<file path="src/rtl/p_int_mac.sv">
// p_int_mac: pipelined integer multiply-accumulate that returns one dot product per in_last
// Ports:
//   clk, reset          - clock, synchronous active-high reset
//   in_valid/in_ready   - operand pair handshake (in1, in2, in_last)
//   out_valid/out_ready - result handshake (out, ovf held stable while waiting)
`ifndef Enable
`define Enable 1'b1
`endif
`ifndef Disable
`define Disable 1'b0
`endif
`ifndef DEF_DCONF
`define DEF_DCONF '{sign: 1'b1, prec: 16'd16}
`endif

package p_int_mac_pkg;
   typedef struct packed {
      logic        sign;
      logic [15:0] prec;
   } dconf_t;
endpackage

module p_int_mac
   import p_int_mac_pkg::*;
#(
   parameter dconf_t      I1_CONF = `DEF_DCONF,
   parameter dconf_t      I2_CONF = `DEF_DCONF,
   parameter dconf_t      O_CONF  = `DEF_DCONF,
   parameter int unsigned ACC_EXT = 8,
   parameter bit          SAT     = `Enable
) (
   input  logic                    clk,
   input  logic                    reset,
   input  logic                    in_valid,
   output logic                    in_ready,
   input  logic [I1_CONF.prec-1:0] in1,
   input  logic [I2_CONF.prec-1:0] in2,
   input  logic                    in_last,
   output logic                    out_valid,
   input  logic                    out_ready,
   output logic [O_CONF.prec-1:0]  out,
   output logic                    ovf
);
   localparam int I1_PREC  = int'(I1_CONF.prec);
   localparam int I2_PREC  = int'(I2_CONF.prec);
   localparam int O_PREC   = int'(O_CONF.prec);
   localparam bit E_SIGN   = I1_CONF.sign | I2_CONF.sign;
   localparam int E_PREC   = I1_PREC + I2_PREC;
   localparam int ACC_PREC = E_PREC + int'(ACC_EXT);

   typedef enum logic {ACC, DONE} state_t;

   state_t              state_q, state_d;
   logic                p_valid_q, p_last_q;
   logic [E_PREC-1:0]   p_prod_q;
   logic [ACC_PREC-1:0] acc_q, acc_d;
   logic                acc_ovf_q, acc_ovf_d, first_q, first_d;
   logic [E_PREC-1:0]   op1, op2;
   logic [ACC_PREC:0]   acc_x, prod_x, sum;
   logic                accept, hs, sum_ovf, res_ovf;
   logic [O_PREC-1:0]   res;

   // Operands widened to the product width; modular multiply then yields the exact
   // product for every signedness mix (mixed: unsigned side is zero-extended).
   assign op1 = {{I2_PREC{I1_CONF.sign & in1[I1_PREC-1]}}, in1};
   assign op2 = {{I1_PREC{I2_CONF.sign & in2[I2_PREC-1]}}, in2};

   assign in_ready  = (state_q == ACC) & ~(p_valid_q & p_last_q);
   assign out_valid = (state_q == DONE);
   assign accept    = in_valid & in_ready;
   assign hs        = out_valid & out_ready;

   // One guard bit above the accumulator exposes overflow of each add.
   assign acc_x   = {E_SIGN & acc_q[ACC_PREC-1], acc_q};
   assign prod_x  = {{(ACC_EXT + 1){E_SIGN & p_prod_q[E_PREC-1]}}, p_prod_q};
   assign sum     = (first_q ? '0 : acc_x) + prod_x;
   assign sum_ovf = E_SIGN ? sum[ACC_PREC] ^ sum[ACC_PREC-1] : sum[ACC_PREC];

   always_comb begin
      state_d   = state_q;
      acc_d     = acc_q;
      acc_ovf_d = acc_ovf_q;
      first_d   = first_q | hs;
      if (p_valid_q) begin
         acc_d     = sum[ACC_PREC-1:0];
         acc_ovf_d = (~first_q & acc_ovf_q) | sum_ovf;
         first_d   = 1'b0;
         if (p_last_q) state_d = DONE;
      end
      if (hs) state_d = ACC;
   end

   always_ff @(posedge clk) begin
      if (reset) begin
         state_q   <= ACC;
         p_valid_q <= 1'b0;
         p_last_q  <= 1'b0;
         p_prod_q  <= '0;
         acc_q     <= '0;
         acc_ovf_q <= 1'b0;
         first_q   <= 1'b1;
      end else begin
         state_q   <= state_d;
         p_valid_q <= accept;
         acc_q     <= acc_d;
         acc_ovf_q <= acc_ovf_d;
         first_q   <= first_d;
         if (accept) begin
            p_last_q <= in_last;
            p_prod_q <= op1 * op2;
         end
      end
   end

   generate
      if (O_PREC >= ACC_PREC) begin : g_wide
         assign res     = O_PREC'({{O_PREC{acc_x[ACC_PREC]}}, acc_x});
         assign res_ovf = acc_ovf_q;
      end else begin : g_narrow
         localparam int OSH = O_CONF.sign ? O_PREC - 1 : O_PREC;
         logic [ACC_PREC:0] omax, omin;
         logic              hi, lo;
         assign omax    = {1'b0, {ACC_PREC{1'b1}}} >> (ACC_PREC - OSH);
         assign omin    = O_CONF.sign ? ~omax : '0;
         assign hi      = $signed(acc_x) > $signed(omax);
         assign lo      = $signed(acc_x) < $signed(omin);
         assign res     = (SAT && hi) ? omax[O_PREC-1:0] :
                          (SAT && lo) ? omin[O_PREC-1:0] : acc_q[O_PREC-1:0];
         assign res_ovf = acc_ovf_q | hi | lo;
      end
   endgenerate

   assign out = out_valid ? res : '0;
   assign ovf = out_valid & res_ovf;
endmodule

</file>
<file path="config.mk">
export PLATFORM = sky130hd
export DESIGN_NAME = p_int_mac
export DESIGN_NICKNAME = d
export VERILOG_FILES = /design/src/rtl/p_int_mac.sv
export SDC_FILE = /design/constraint.sdc
export NUM_CORES = 1
export LEC_CHECK = 0
export CORE_MARGIN = 2
export CORE_UTILIZATION = 39
export CTS_CLUSTER_SIZE = 16
export DETAILED_ROUTE_END_ITERATION = 10
export PLACE_DENSITY_LB_ADDON = 0.1
export SETUP_SLACK_MARGIN = 0.1
export SKIP_CTS_REPAIR_TIMING = 1
export SLEW_MARGIN = 20
export SYNTH_ARGS = -nofsm -noshare
export SYNTH_HDL_FRONTEND = slang
export SYNTH_SLANG_ARGS = --single-unit
</file>
<file path="constraint.sdc">
create_clock -name clk -period 6.34 [get_ports clk]
set_clock_uncertainty 0.15 [all_clocks]
set_input_delay 0.634 -clock clk [delete_from_list [all_inputs] [get_ports clk]]
set_output_delay 0.634 -clock clk [all_outputs]
set_load 0.01 [all_outputs]
</file>
==> flow_summary_export.csv <==
group,metric,value,unit
status,status,"finished, violations left",
status,violations,"setup timing",
setup_path,crit_arrival,6.47,ns
route,drt-pass1-iter-count,4,
global_routing,grt_max_degree,77,
route,viasPerCell,4.985,
floorplanning,start_util,0.3952,
clock_tree,cts_buffers,9,
sta,fin_crit,6.379,ns
sta,rsz0062_at_grt,"yes",
synthesis,syn_inst,1801,
floorplanning,die_y,201.9,um
place,gp_congestion,0.8628,
job,cap_violations,0,
global_routing,grt_pass1_wl,64.95,mm
synthesis,async_reset_ff_frac,0,
final_layout,fin_cells,2541,
synthesis,syn_nets,2223,
setup_path,reg2reg_slack,2.02,ns
synthesis,syn_area,15270,sq um
synthesis,ys_ff_latch,77,
final_layout,n_fill_cell,3796,
sta,worst_pin_slew,0.9857,ns
setup_path,path_class,"input pin to flip-flop",
setup_path,critical_path_required,6.43,ns
place,place_hpwl,30.79,mm
route,wl_per_cell,15.20,um
route,route.vias.total,12670,
setup_path,rr_startpoint,"first_q",
setup_path,start_kind,"input pin",
final_layout,drive_gt1_frac,0.2061,
setup_path,cp_max_fo,7,
final_layout,layout-area-overhead-vs-synth,25.01,%
clock_tree,cts_buffer_depth,2,
setup_path,r2r_cells,13,
route,drc_errors,0,
final_layout,diodes,0,
place,port_buffers,55,
clock_tree,clk_pin_slew,0.06,ns
final_layout,layout.nets,2440,
setup_path,worstSetupEndpoint,"p_prod_q[31]",
clock_tree,root_buffer,"clkbuf_16",
route,antenna_left,0,
clock_tree,h-tree-depth,3,
global_routing,grt_overflow_total,0,
floorplanning,io_pins,56,
floorplanning,die_area,40760,sq um
floorplanning,die_x,201.9,um
clock_tree,clkSinkCount,77,
place,placedCellCount,2484,
sta,fin_crit_sh,1.006,
clock_tree,cts_tree,"built",
floorplanning,coreArea,38650,sq um
setup_path,regToRegEndpoint,"acc_q[36]",
synthesis,seq_area_frac_synth,0.1009,
setup_path,cp-end-kind,"flip-flop",
global_routing,antenna_found_initial,0,
global_routing,grt_pass1_vias,13400,
global_routing,grtUsageTotal,0.1937,
floorplanning,std_cell_rows,72,
sta,finalWorstSetupSlack,-0.03919,ns
sta,max_freq,0.1568,GHz
synthesis,synth_edf_count,0,
route,wirelength,38.61,mm
synthesis,syn_area_per_cell,8.481,sq um
min_path,min_from,"p_last_q",
final_layout,final_util,0.4940,
sta,finalHoldViolCount,0,
setup_path,crit_path_start,"in2[3]",
place,post-place-ws,-0.8509,ns
synthesis,yosys_warnings,0,
synthesis,yosysUniqueCellTypes,76,
sta,slew_viol_final,0,
route,first_iter_violations,649,
synthesis,ys.flop_type,"dfxtp_1",
sta,max-slew-margin-rel,0.3420,
min_path,min_path_type,"flip-flop to flip-flop",
sta,setup-violations-final,1,
clock_tree,clkLatencyLatePin,0.35,ns
-- synthesized netlist by cell type, types with 3 or more instances --
cell,count,area (sq um)
inv_1,347,1303
fa_1,263,5265
nand2_1,200,750.7
and2_1,130,813.3
ha_1,122,1526
nor2_1,116,435.4
a21oi_1,90,450.4
dfxtp_1,77,1541
clkbuf_1,60,225.2
nor2b_1,48,300.3
xnor2_1,36,315.3
o21ai_0,30,150.1
nand3_1,23,115.1
a21o_1,19,142.6
xor2_1,19,166.4
mux2i_1,15,150.1
nand2b_1,13,81.33
a211oi_1,12,90.09
nor3_1,11,55.05
nand4_1,10,62.56
a31oi_1,9,56.30
and3_1,9,56.30
o21a_1,9,67.56
nor4_1,8,50.05
or3_1,8,50.05
buf_1,7,26.28
o21bai_1,7,52.55
a211o_1,6,52.55
a21oi_2,5,43.79
a2111o_1,4,45.04
and4_1,4,35.03
o211ai_1,4,30.03
o21ai_1,4,20.02
o22ai_1,4,25.02
a2111oi_0,3,26.28
a221o_1,3,30.03
a311oi_1,3,26.28
a31o_2,3,26.28
a41oi_1,3,26.28
nand3b_1,3,22.52
o21ai_2,3,26.28
or4_1,3,22.52
-- flip-flops by register name (all words and copies together) (netlist names) --
| name | cells |
|---|---|
| p_valid_q | 1 |
| first_q | 1 |
| p_last_q | 1 |
| out_valid | 1 |
| acc_ovf_q | 1 |
| p_prod_q | 32 |
| acc_q | 40 |
-- metal layers --
metal,part of all wire,up-vias,track usage
li1,-,6109,-
met4,0.013,0,0.03072
met5,0,-,0
met3,0.022,39,0.01580
met1,0.45,6358,0.2513
met2,0.51,162,0.3564
-- kinds of logic (layout without fill, tap and decap cells) --
family / Yosys count / count (layout) / share of synthesized area
flip-flops: 77 / 77 / 0.1009
adder cells (fa/ha/maj): 385 / 385 / 0.4447
AND/OR/NAND/NOR: 594 / 594 / 0.1922
buffers and inverters: 416 / 638 / 0.1024
AO/OA/AOI/OAI: 259 / 259 / 0.1185
multiplexers: 15 / 15 / 0.009830
XOR/XNOR: 55 / 55 / 0.03154
-- worst min path at each step --
stage | to | slack (ns) | cells past startpoint
after detailed placement | p_last_q | 0.30 | 2
final | p_last_q | 0.31 | 2
after global placement | p_last_q | 0.30 | 2
after floorplan | p_prod_q[10] | 0.29 | 2
after global routing | p_prod_q[0] | 0.34 | 2
after CTS | p_last_q | 0.31 | 2
-- final cells by class --
| class | instances | area (sq um) | share of cell area |
|---|---|---|---|
| tap | 518 | 648.1 | 0.03394 |
| timing repair buffer | 274 | 2569 | 0.1345 |
| multi-input combinational | 1308 | 12730 | 0.6665 |
| clock inverter | 6 | 63.81 | 0.003342 |
| timing repair inverter | 1 | 7.507 | 0.0003932 |
| sequential | 77 | 1541 | 0.08073 |
| inverter | 347 | 1309 | 0.06855 |
| clock buffer | 10 | 229.0 | 0.01199 |
-- through the flow --
stage               TNS (ns)  hold slack, ns  area (sq um)
CTS                   -3.967          0.3093         18130
global route         -0.9922          0.3370         19090
finish              -0.03919          0.3056         19090
floorplan                  0          0.2862         15530
detailed placement    -9.996          0.2999         17840
global placement      -9.489          0.2975         17840
-- critical path, stage by stage --
cell,delay [ns]
buf_6,0.10
buf_12,0.12
and2_4,0.15
fa_2,0.62
inv_4,0.07
fa_1,0.52
inv_2,0.04
fa_1,0.51
fa_1,0.44
fa_1,0.54
inv_1,0.05
fa_1,0.49
inv_2,0.05
ha_4,0.24
a21oi_4,0.11
o21ai_2,0.07
or4_4,0.44
a31oi_4,0.20
o41ai_4,0.11
a21oi_2,0.18
nand2b_4,0.16
a32oi_2,0.11
a31oi_1,0.21
xnor2_1,0.10
a22o_1,0.20
-- cell usage in the layout (no fill, tap or decap), types with 8 or more instances in the layout --
master / Yosys / routed
dlymetal6s2s_1: 0 / 19
nand2_1: 200 / 180
o21a_1: 9 / 9
a211oi_1: 12 / 10
xor2_1: 19 / 19
clkdlybuf4s50_1: 0 / 24
buf_12: 0 / 15
o21ai_0: 30 / 22
inv_2: 0 / 28
xnor2_1: 36 / 35
nor4_1: 8 / 8
and2_4: 0 / 12
and2_1: 130 / 117
nor2b_1: 48 / 48
buf_6: 0 / 39
ha_4: 0 / 11
dfxtp_1: 77 / 77
nand2_2: 0 / 16
and3_1: 9 / 9
a21o_1: 19 / 19
nand2b_1: 13 / 12
nand3_1: 23 / 22
ha_1: 122 / 107
a31oi_1: 9 / 8
inv_1: 347 / 317
fa_2: 0 / 19
clkbuf_16: 0 / 12
o21ai_1: 4 / 8
buf_4: 0 / 157
a21oi_2: 5 / 16
fa_1: 263 / 244
buf_2: 2 / 9
nand4_1: 10 / 10
a21oi_1: 90 / 75
nor2_1: 116 / 110
nor3_1: 11 / 10
mux2i_1: 15 / 15
Power is left out: the tool's default activity adds up to more than one toggle a clock period on the data nets, which glitch-free logic cannot reach.
